==> config.mk <==
export PLATFORM = sky130hd
export DESIGN_NAME = rs_sched_flat
export DESIGN_NICKNAME = d
export VERILOG_FILES = /design/src/rtl/rs_sched_pkg.sv /design/src/rtl/rs_sched_if.sv /design/src/rtl/rs_sched_prio_enc.sv /design/src/rtl/rs_sched.sv /design/src/flat_wrapper.sv
export SDC_FILE = /design/constraint.sdc
export NUM_CORES = 1
export LEC_CHECK = 0
export ABC_AREA = 1
export BUFFER_PORTS_ARGS = -buffer_cell sky130_fd_sc_hd__buf_2
export CELL_PAD_IN_SITES_DETAIL_PLACEMENT = 1
export CELL_PAD_IN_SITES_GLOBAL_PLACEMENT = 1
export CORE_ASPECT_RATIO = 0.5
export CORE_UTILIZATION = 44
export DETAILED_ROUTE_END_ITERATION = 16
export PLACE_DENSITY_LB_ADDON = 0.1
export SYNTH_ARGS = -nofsm -noshare
export SYNTH_HDL_FRONTEND = slang
export SYNTH_HIERARCHICAL = 1
export SYNTH_SLANG_ARGS = --single-unit
==> constraint.sdc <==
create_clock -name clk -period 3.85 [get_ports clk]
set_clock_uncertainty 0.2 [all_clocks]
set_input_delay 0.77 -clock clk [delete_from_list [all_inputs] [get_ports clk]]
set_output_delay 0.77 -clock clk [all_outputs]
set_load 0.01 [all_outputs]
==> src/rtl/rs_sched_pkg.sv <==
// rs_sched_pkg: shared sizes, types and broadcast-match helper for the RS issue scheduler
package rs_sched_pkg;
    localparam int RS_SIZ = 16;
    localparam int IDX_W = $clog2(RS_SIZ);
    localparam int ROB_W = 4;
    typedef logic [ROB_W-1:0] tag_t;
    typedef logic [IDX_W-1:0] idx_t;
    typedef logic [RS_SIZ-1:0] vec_t;
    typedef struct packed {
        logic en;
        tag_t tag;
    } cdb_t;
    function automatic logic cdb_hit(cdb_t alu, cdb_t lsb, tag_t t);
        return (alu.en && alu.tag == t) || (lsb.en && lsb.tag == t);
    endfunction
endpackage

==> src/rtl/rs_sched_if.sv <==
// rs_sched_if: dispatch, broadcast, wake and issue signals between the scheduler and its neighbours
interface rs_sched_if;
    import rs_sched_pkg::*;
    logic rs_full;
    logic alloc_req;
    logic alloc_rs1_rdy;
    tag_t alloc_rs1_tag;
    logic alloc_rs2_rdy;
    tag_t alloc_rs2_tag;
    idx_t alloc_idx;
    logic alu_cdb_en;
    tag_t alu_cdb_tag;
    logic lsb_cdb_en;
    tag_t lsb_cdb_tag;
    vec_t wake_rs1;
    vec_t wake_rs2;
    logic issue_valid;
    idx_t issue_idx;
    logic issue_ready;
    modport master (
        output alloc_req, alloc_rs1_rdy, alloc_rs1_tag, alloc_rs2_rdy, alloc_rs2_tag,
        output alu_cdb_en, alu_cdb_tag, lsb_cdb_en, lsb_cdb_tag, issue_ready,
        input rs_full, alloc_idx, wake_rs1, wake_rs2, issue_valid, issue_idx
    );
    modport slave (
        input alloc_req, alloc_rs1_rdy, alloc_rs1_tag, alloc_rs2_rdy, alloc_rs2_tag,
        input alu_cdb_en, alu_cdb_tag, lsb_cdb_en, lsb_cdb_tag, issue_ready,
        output rs_full, alloc_idx, wake_rs1, wake_rs2, issue_valid, issue_idx
    );
endinterface

==> src/rtl/rs_sched_prio_enc.sv <==
// rs_sched_prio_enc: binary index of the lowest set request bit, plus an any-set flag
module rs_sched_prio_enc #(
    parameter int N = 16,
    parameter int W = $clog2(N)
) (
    input  logic [N-1:0] req,
    output logic [W-1:0] idx,
    output logic         valid
);
    always_comb begin
        idx = '0;
        for (int i = N - 1; i >= 0; i--) idx = req[i] ? W'(i) : idx;
    end
    assign valid = |req;
endmodule

==> src/rtl/rs_sched.sv <==
// rs_sched: slot allocation, operand wakeup and lowest-index issue select for the 16-entry RS
module rs_sched
    import rs_sched_pkg::*;
(
    input logic       clk,
    input logic       rst,
    input logic       rdy,
    input logic       rollback,
    rs_sched_if.slave bus
);
    vec_t busy, r1, r2, alloc_sel, issue_sel, wake1, wake2;
    tag_t t1 [RS_SIZ];
    tag_t t2 [RS_SIZ];
    cdb_t alu, lsb;
    idx_t free_idx, pick_idx;
    logic free_any, pick_any, alloc_fire, issue_fire;

    assign alu = {bus.alu_cdb_en, bus.alu_cdb_tag};
    assign lsb = {bus.lsb_cdb_en, bus.lsb_cdb_tag};

    rs_sched_prio_enc #(.N(RS_SIZ), .W(IDX_W)) u_free (
        .req(~busy), .idx(free_idx), .valid(free_any)
    );
    rs_sched_prio_enc #(.N(RS_SIZ), .W(IDX_W)) u_pick (
        .req(busy & r1 & r2), .idx(pick_idx), .valid(pick_any)
    );

    // Outputs are forced quiet while rst is high so nothing leaks from pre-reset state
    assign bus.rs_full     = !rst && !free_any;
    assign bus.alloc_idx   = rst ? '0 : free_idx;
    assign bus.issue_valid = !rst && rdy && pick_any;
    assign bus.issue_idx   = pick_idx;
    assign bus.wake_rs1    = wake1;
    assign bus.wake_rs2    = wake2;

    assign alloc_fire = !rst && rdy && bus.alloc_req && free_any;
    assign issue_fire = bus.issue_valid && bus.issue_ready;
    assign alloc_sel  = alloc_fire ? vec_t'(1) << free_idx : '0;
    assign issue_sel  = issue_fire ? vec_t'(1) << pick_idx : '0;

    // The slot being allocated is free, so it only wakes through the same-cycle bypass
    always_comb begin
        wake1 = '0;
        wake2 = '0;
        for (int i = 0; i < RS_SIZ; i++) begin
            wake1[i] = !rst && rdy && (alloc_sel[i]
                ? !bus.alloc_rs1_rdy && cdb_hit(alu, lsb, bus.alloc_rs1_tag)
                : busy[i] && !r1[i] && cdb_hit(alu, lsb, t1[i]));
            wake2[i] = !rst && rdy && (alloc_sel[i]
                ? !bus.alloc_rs2_rdy && cdb_hit(alu, lsb, bus.alloc_rs2_tag)
                : busy[i] && !r2[i] && cdb_hit(alu, lsb, t2[i]));
        end
    end

    always_ff @(posedge clk) begin
        if (rst || (rdy && rollback)) begin
            busy <= '0;
            r1   <= '0;
            r2   <= '0;
        end else if (rdy) begin
            busy <= (busy & ~issue_sel) | alloc_sel;
            r1   <= (r1 & ~alloc_sel) | (alloc_sel & {RS_SIZ{bus.alloc_rs1_rdy}}) | wake1;
            r2   <= (r2 & ~alloc_sel) | (alloc_sel & {RS_SIZ{bus.alloc_rs2_rdy}}) | wake2;
        end
    end

    always_ff @(posedge clk) begin
        if (alloc_fire) begin
            t1[free_idx] <= bus.alloc_rs1_tag;
            t2[free_idx] <= bus.alloc_rs2_tag;
        end
    end

    alloc_when_full: assert property (@(posedge clk) disable iff (rst)
        !(rdy && bus.alloc_req && bus.rs_full))
        else $warning("rs_sched: alloc_req while rs_full dropped");
endmodule

==> src/flat_wrapper.sv <==
// flat-port wrapper written by rule: the top's interface ports become plain ports
module rs_sched_flat import rs_sched_pkg::*;
  (clk, rst, rdy, rollback, bus_alloc_req, bus_alloc_rs1_rdy, bus_alloc_rs1_tag, bus_alloc_rs2_rdy, bus_alloc_rs2_tag, bus_alu_cdb_en, bus_alu_cdb_tag, bus_lsb_cdb_en, bus_lsb_cdb_tag, bus_issue_ready, bus_rs_full, bus_alloc_idx, bus_wake_rs1, bus_wake_rs2, bus_issue_valid, bus_issue_idx);
  rs_sched_if bus_i ();
  input logic clk;
  input logic rst;
  input logic rdy;
  input logic rollback;
  input wire logic [$bits(bus_i.alloc_req)-1:0] bus_alloc_req;
  input wire logic [$bits(bus_i.alloc_rs1_rdy)-1:0] bus_alloc_rs1_rdy;
  input wire logic [$bits(bus_i.alloc_rs1_tag)-1:0] bus_alloc_rs1_tag;
  input wire logic [$bits(bus_i.alloc_rs2_rdy)-1:0] bus_alloc_rs2_rdy;
  input wire logic [$bits(bus_i.alloc_rs2_tag)-1:0] bus_alloc_rs2_tag;
  input wire logic [$bits(bus_i.alu_cdb_en)-1:0] bus_alu_cdb_en;
  input wire logic [$bits(bus_i.alu_cdb_tag)-1:0] bus_alu_cdb_tag;
  input wire logic [$bits(bus_i.lsb_cdb_en)-1:0] bus_lsb_cdb_en;
  input wire logic [$bits(bus_i.lsb_cdb_tag)-1:0] bus_lsb_cdb_tag;
  input wire logic [$bits(bus_i.issue_ready)-1:0] bus_issue_ready;
  output wire logic [$bits(bus_i.rs_full)-1:0] bus_rs_full;
  output wire logic [$bits(bus_i.alloc_idx)-1:0] bus_alloc_idx;
  output wire logic [$bits(bus_i.wake_rs1)-1:0] bus_wake_rs1;
  output wire logic [$bits(bus_i.wake_rs2)-1:0] bus_wake_rs2;
  output wire logic [$bits(bus_i.issue_valid)-1:0] bus_issue_valid;
  output wire logic [$bits(bus_i.issue_idx)-1:0] bus_issue_idx;
  assign bus_i.alloc_req = bus_alloc_req;
  assign bus_i.alloc_rs1_rdy = bus_alloc_rs1_rdy;
  assign bus_i.alloc_rs1_tag = bus_alloc_rs1_tag;
  assign bus_i.alloc_rs2_rdy = bus_alloc_rs2_rdy;
  assign bus_i.alloc_rs2_tag = bus_alloc_rs2_tag;
  assign bus_i.alu_cdb_en = bus_alu_cdb_en;
  assign bus_i.alu_cdb_tag = bus_alu_cdb_tag;
  assign bus_i.lsb_cdb_en = bus_lsb_cdb_en;
  assign bus_i.lsb_cdb_tag = bus_lsb_cdb_tag;
  assign bus_i.issue_ready = bus_issue_ready;
  assign bus_rs_full = bus_i.rs_full;
  assign bus_alloc_idx = bus_i.alloc_idx;
  assign bus_wake_rs1 = bus_i.wake_rs1;
  assign bus_wake_rs2 = bus_i.wake_rs2;
  assign bus_issue_valid = bus_i.issue_valid;
  assign bus_issue_idx = bus_i.issue_idx;
  rs_sched u_core (.clk(clk), .rst(rst), .rdy(rdy), .rollback(rollback), .bus(bus_i));
endmodule
==> results of run 1 <==
[kinds of logic after synthesis]
| family | count (synthesis) |
|---|---|
| buffers and inverters | 351 |
| flip-flops | 176 |
| XOR/XNOR | 62 |
| AND/OR/NAND/NOR | 1132 |
| AO/OA/AOI/OAI | 148 |
[flip-flops by register name, summed over array words and instances, names as in the netlist]
register and count:
u_core/t2 64, u_core/r1 16, u_core/busy 16, u_core/t1 64, u_core/r2 16
[cells in the mapped netlist, drive strengths merged]
master  count  area, µm²
edfxtp    128       3844
or2         2      12.51
nor4        3      18.77
buf        39      180.2
nand3     117      590.6
o211ai      4      30.03
dfxtp      48      960.9
o21ai      88      440.4
xnor2      62      543.0
nor3       10      50.05
nor2      286       1166
clkbuf     30      112.6
a21oi      56      287.8
nand3b      2      15.01
nand2     703       2666
nand4       2      12.51
and3        7      43.79
inv       278       1044
clkinv      4      15.01
[cells in the final DEF (no fill, tap or decap), drive strengths merged]
cell type | netlist | routed
a21oi | 56 | 56
and3 | 7 | 7
buf | 39 | 172
bufinv | 0 | 3
clkbuf | 30 | 18
clkinv | 4 | 9
clkinvlp | 0 | 4
dfxtp | 48 | 48
diode | 0 | 1
edfxtp | 128 | 128
inv | 278 | 280
nand2 | 703 | 703
nand3 | 117 | 117
nand3b | 2 | 2
nand4 | 2 | 2
nor2 | 286 | 286
nor3 | 10 | 10
nor4 | 3 | 3
o211ai | 4 | 4
o21ai | 88 | 88
or2 | 2 | 2
xnor2 | 62 | 62
[worst reg2reg max path: stages, from the launching register on]
cell     delay, ps
dfxtp_1        330
inv_2           80
or2_4          160
nand3_1         80
nand3_1         90
nand3_1         80
nand3_1        100
a21oi_2         80
nor3_4         260
inv_1          140
nor2_2         190
inv_2          120
buf_4          150
nor4_1         640
nand2_1        150
nand3_1        120
a21oi_1         60
[routing by layer]
layer	track usage (%)	part of all wire [%]	vias up
met3	5.749	6.6	59
met1	45.27	45	6278
li1	-	-	5981
met2	57.17	47	363
met5	0	0	-
met4	9.069	1.6	0
[stage by stage]
step                utilization, %  power (mW)  TNS [ps]
floorplan                        -       2.357         0
global placement             48.85       2.549         0
detailed placement           48.85       2.568         0
CTS                          51.46       4.388    -155.0
global route                 53.04       4.506     -2699
finish                       53.05       4.383    -6.759
[layout make-up]
cell class,count,area [µm²]
Timing Repair Buffer,172,1155
Tap cell,352,440.4
Multi-Input combinational cell,1342,6051
Sequential cell,176,4807
Antenna cell,1,2.502
Fill cell,3577,12510
Clock buffer,18,429.2
Clock inverter,14,163.9
Inverter,282,1085
[report_power, final]
| group | switching (mW) | total [mW] | leakage, nW | internal (mW) |
|---|---|---|---|---|
| registers | 0.00507 | 2.04 | 1.54 | 2.03 |
| clock network | 0.820 | 1.84 | 0.281 | 1.02 |
| logic | 0.361 | 0.505 | 5.25 | 0.144 |
[worst min-delay path by stage]
stage / slack (ps) / from / endpoint / depth (start not counted)
after global routing: 310 / u_core/busy[1]$_SDFFE_PP0P_ / u_core/busy[1]$_SDFFE_PP0P_ / 2
after global placement: 260 / u_core/busy[10]$_SDFFE_PP0P_ / u_core/busy[10]$_SDFFE_PP0P_ / 2
final: 280 / u_core/busy[0]$_SDFFE_PP0P_ / u_core/busy[0]$_SDFFE_PP0P_ / 2
after CTS: 280 / u_core/busy[0]$_SDFFE_PP0P_ / u_core/busy[0]$_SDFFE_PP0P_ / 2
after detailed placement: 270 / u_core/busy[0]$_SDFFE_PP0P_ / u_core/busy[0]$_SDFFE_PP0P_ / 2
after floorplan: 250 / u_core/busy[0]$_SDFFE_PP0P_ / u_core/busy[0]$_SDFFE_PP0P_ / 2
[what timing repair did]
action,in CTS,in global routing
endpoints found under the setup margin,28,32
hold buffers,0,0
gates resized for setup,15,55
pin swaps,5,17
buffers inserted,8,32
gates cloned,0,0
==> impl_metrics.yaml, run 1 <==
worst_setup_path:
  r2r_cells: 16
  r2r_slack_ps: 720
  cp-startpoint: "u_core/busy[9]$_SDFFE_PP0P_"
  crit_type: "flip-flop to output port"
  r2r_start: "u_core/busy[15]$_SDFFE_PP0P_"
  slowest_stage: "nor4_4"
  critical-path-top-delay-family: "simple AND/OR/NAND/NOR gates"
  cpMostUsedCell: "inv_1"
  cp.depth: 15
  cp.arrival_ps: 2890
  cp_num_buf_inv: 7
  endpoint: "bus_wake_rs1[8]"
  crit_fanout: 10
  cp_cell_sequence: "inv_1 -> inv_1 -> nand4_1 -> nor4_4 -> nand2_1 -> nand3_2 -> inv_2 -> nand2_4 -> inv_2 -> nand2_2 -> inv_6 -> nand2_1 -> nand3_1 -> inv_1 -> buf_2"
  cp-end-kind: "output port"
  max_stage_delay_ps: 350
  cp.required_ps: 2880
  r2r_end: "u_core/r1[6]$_SDFFE_PP0P_"
  cp-start-kind: "flip-flop"
sta:
  final_max_slew_viol_count: 0
  fmax_ghz: 0.2593
  worstMarginPinSlew_ps: 769.5
  post-route-period-util_pct: 100.2
  whs_ps: 280.3
  hold_viol_final: 0
  setup_ws_ps: -6.759
  finalSetupViolCount: 1
  rsz0062_at_grt: "yes"
  min_period_ps: 3857
  relSlewSlack_pct: 48.23
finish:
  stdcell_area_um2: 14130
  area_growth_pct: 17.46
  drive_above_1_share_pct: 14.82
  final_cell_count_no_fill: 2357
  num-nets-final: 2017
route:
  drcViolationCount: 0
  dr.pass1.iters: 5
  drtIter0Drc: 955
  avgViaCountPerCell: 5.380
  vias: 12680
  wl_mm: 47.28
  post_drt_wl_per_cell_um: 20.06
  drt.antenna.violating_nets: 0
global_routing:
  grt_pass1_vias: 12720
  antenna_found_initial: 1
  track_usage_pct: 34.00
  grt_max_degree: 42
  grt_pass1_wl_mm: 71.57
  grt-ovfl-total: 0
pwr:
  vdd_drop_max_mv: 0.2406
  p_per_area_nw_per_um2: 310.1
  leakagePower_nw: 7.071
floorplanning:
  chipWidth_um: 235.9
  core_area_um2: 26640
  row_count: 42
  initial_core_util_pct: 45.16
  die-area_um2: 28050
  die_h_um: 118.9
  pin_count: 68
cts:
  cts_sinks: 176
  clk_path_buf_depth: 2
  clkTransAtPathRegs_ps: 70
  h-tree-depth: 4
  cts_root_buf: "clkbuf_16"
  cts_tree: "built"
  numCtsBuffers: 17
  clock_latency_ps: 460
logic_synthesis:
  yosys.cell_types.count: 28
  syn_inst: 1869
  synthSimpleGateAreaFrac_pct: 38.03
  syn_avg_cell_area_um2: 6.438
  yosysSeqAreaShare_pct: 39.93
  synthMuxAreaShare_pct: 0
  synth_compound_area_share_pct: 6.301
  syn_nets: 1895
  synth_xor_area_share_pct: 4.513
  synth_fa_ha_area_share_pct: 0
  ys_ff_latch: 176
  syn-cell-area_um2: 12030
  synth_top_family_by_area: "simple AND/OR/NAND/NOR gates"
  yosysWarnings: 6
run:
  maxCapViolations: 0
placed_design:
  post-place-ws_ps: 231.8
  dp_hpwl_mm: 34.47
  globalplace.congestion: 0.9523
  port-buffer-count: 67
  dp_cells: 2284
  dpl-instance-area_um2: 13020
worst_hold_path:
  hold_class: "flip-flop to flip-flop"
run_status:
  status: "finished with violations"
  violations: "negative setup slack"
(Power assumes the default switching activity.)
==> inputs of run 2 (changes only) <==
--- a/config.mk
+++ b/config.mk
@@ -7,10 +7,10 @@
 export LEC_CHECK = 0
 export ABC_AREA = 1
 export BUFFER_PORTS_ARGS = -buffer_cell sky130_fd_sc_hd__buf_2
-export CELL_PAD_IN_SITES_DETAIL_PLACEMENT = 1
-export CELL_PAD_IN_SITES_GLOBAL_PLACEMENT = 1
+export CELL_PAD_IN_SITES_DETAIL_PLACEMENT = 0
+export CELL_PAD_IN_SITES_GLOBAL_PLACEMENT = 2
 export CORE_ASPECT_RATIO = 0.5
-export CORE_UTILIZATION = 44
+export CORE_UTILIZATION = 34
 export DETAILED_ROUTE_END_ITERATION = 16
 export PLACE_DENSITY_LB_ADDON = 0.1
 export SYNTH_ARGS = -nofsm -noshare
==> impl_metrics.yaml, run 2 (synthesis results as in run 1) <==
run_status:
  status: "completed"
cts:
  clock_latency_ps: 460
  numCtsBuffers: 17
  cts_sinks: 176
  clkTransAtPathRegs_ps: 70
  cts_root_buf: "clkbuf_16"
  clk_path_buf_depth: 2
  h-tree-depth: 4
  cts_tree: "built"
pwr:
  leakagePower_nw: 6.952
  vdd_drop_max_mv: 0.3604
  p_per_area_nw_per_um2: 298.2
finish:
  area_growth_pct: 17.52
  multiInputGateArea_um2: 6005
  drive_above_1_share_pct: 14.00
  final_common_cell: "nand2_1"
  largestRegisters: "u_core/t1 x64, u_core/t2 x64"
  nFillCells: 3697
  num-nets-final: 2006
  seqCellArea_um2: 4806
  final_cell_count_no_fill: 2469
  final_cell_mix: "nand2_1 (683), nor2_1 (271), inv_1 (236)"
floorplanning:
  initial_core_util_pct: 34.72
  die_h_um: 135.0
  row_count: 48
  core_area_um2: 34650
  pin_count: 68
  die-area_um2: 36190
  chipWidth_um: 268.0
sta:
  whs_ps: 276.3
  relSlewSlack_pct: 55.95
  min_period_ps: 3765
  post-route-period-util_pct: 97.79
  final_max_slew_viol_count: 0
  timing.setup.tns_ps: 0
  rsz0062_at_grt: "yes"
  worstMarginPinSlew_ps: 655.8
  fmax_ghz: 0.2656
  setup_ws_ps: 85.01
  finalSetupViolCount: 0
  hold_viol_final: 0
global_routing:
  grt_max_degree: 42
  antenna_found_initial: 2
  grt_pass1_vias: 10740
  grt-ovfl-total: 0
  grt_pass1_wl_mm: 67.73
  track_usage_pct: 26.03
worst_setup_path:
  cp-start-kind: "flip-flop"
  cp.required_ps: 2880
  r2r_start: "u_core/busy[15]$_SDFFE_PP0P_"
  cpMostUsedCell: "inv_2"
  cp_cell_sequence: "inv_2 -> or2_1 -> nor4_1 -> nand2_1 -> nand3_2 -> inv_2 -> nand2_2 -> inv_2 -> nand2_4 -> inv_1 -> nand2_1 -> nand3_1 -> inv_1 -> buf_2"
  crit_fanout: 8
  crit_type: "flip-flop to output port"
  cp.arrival_ps: 2790
  cp-startpoint: "u_core/busy[15]$_SDFFE_PP0P_"
  max_stage_delay_ps: 410
  slowest_stage: "nor4_1"
  cp-end-kind: "output port"
run:
  maxCapViolations: 0
placed_design:
  port-buffer-count: 67
  dp_cells: 2409
  globalplace.congestion: 0.8608
  post-place-ws_ps: 297.8
  dp_hpwl_mm: 33.02
route:
  wl_met3_mm: 2.848
  wl_met2_mm: 20.06
  dr.pass1.iters: 5
  drcViolationCount: 0
  wl_met1_mm: 22.77
  topRoutingLayerUsed: "met4"
  drt.antenna.violating_nets: 0
  avgViaCountPerCell: 4.817
  drtIter0Drc: 1007
  vias: 11890
  wl_mm: 46.24
  post_drt_wl_per_cell_um: 18.73
worst_hold_path:
  hold_class: "flip-flop to flip-flop"
  hp-start: "u_core/busy[10]$_SDFFE_PP0P_"
## run 2: per-stage QoR
step | area (µm²) | util [%] | total power, mW
global route | 14140 | 40.80 | 4.372
CTS | 13820 | 39.87 | 4.241
detailed placement | 13260 | 38.27 | 2.590
finish | 14140 | 40.81 | 4.217
global placement | 13260 | 38.27 | 2.587
floorplan | 12030 | - | 2.357
## run 2: cell type report
cell class / instances / area share [%]
Tap cell: 475 / 4.203
Inverter: 282 / 7.556
Multi-Input combinational cell: 1342 / 42.46
Antenna cell: 1 / 0.01770
Sequential cell: 176 / 33.99
Clock buffer: 18 / 3.035
Timing Repair Buffer: 161 / 8.078
Clock inverter: 14 / 0.6636
## run 2: per-layer routing
metal | global-route usage (%) | vias up
met1 | 38.42 | 5572
li1 | - | 5952
met3 | 3.301 | 35
met4 | 5.651 | 0
met2 | 40.35 | 334
met5 | 0 | -
## run 2: critical path, delay by kind of cell, from the launching register on
kind                   cells  cell delay (ps)
flip-flops                 1              340
AND/OR/NAND/NOR            8             1470
buffers and inverters      6              520
## run 2: final timing paths
path	to	slack, ps	cells after the start
worst min register to register	u_core/busy[10]$_SDFFE_PP0P_	280	2
worst max-delay path	bus_wake_rs1[4]	90	14
worst max register to register	u_core/busy[12]$_SDFFE_PP0P_	1070	14
worst min-delay path	u_core/busy[10]$_SDFFE_PP0P_	280	2
## run 2: report_power, final
| part | internal, mW | switching [mW] | leakage (nW) | total (mW) |
|---|---|---|---|---|
| clock | 0.821 | 0.842 | 0.241 | 1.66 |
| combinational | 0.152 | 0.364 | 5.17 | 0.516 |
| sequential | 2.03 | 0.00490 | 1.54 | 2.04 |
## run 2: what timing repair did
action	4_1_cts	5_1_grt
setup endpoints to repair	21	32
buffers inserted	3	24
gates cloned	0	0
resized for setup	5	47
pin swaps	3	27
hold buffers	0	0
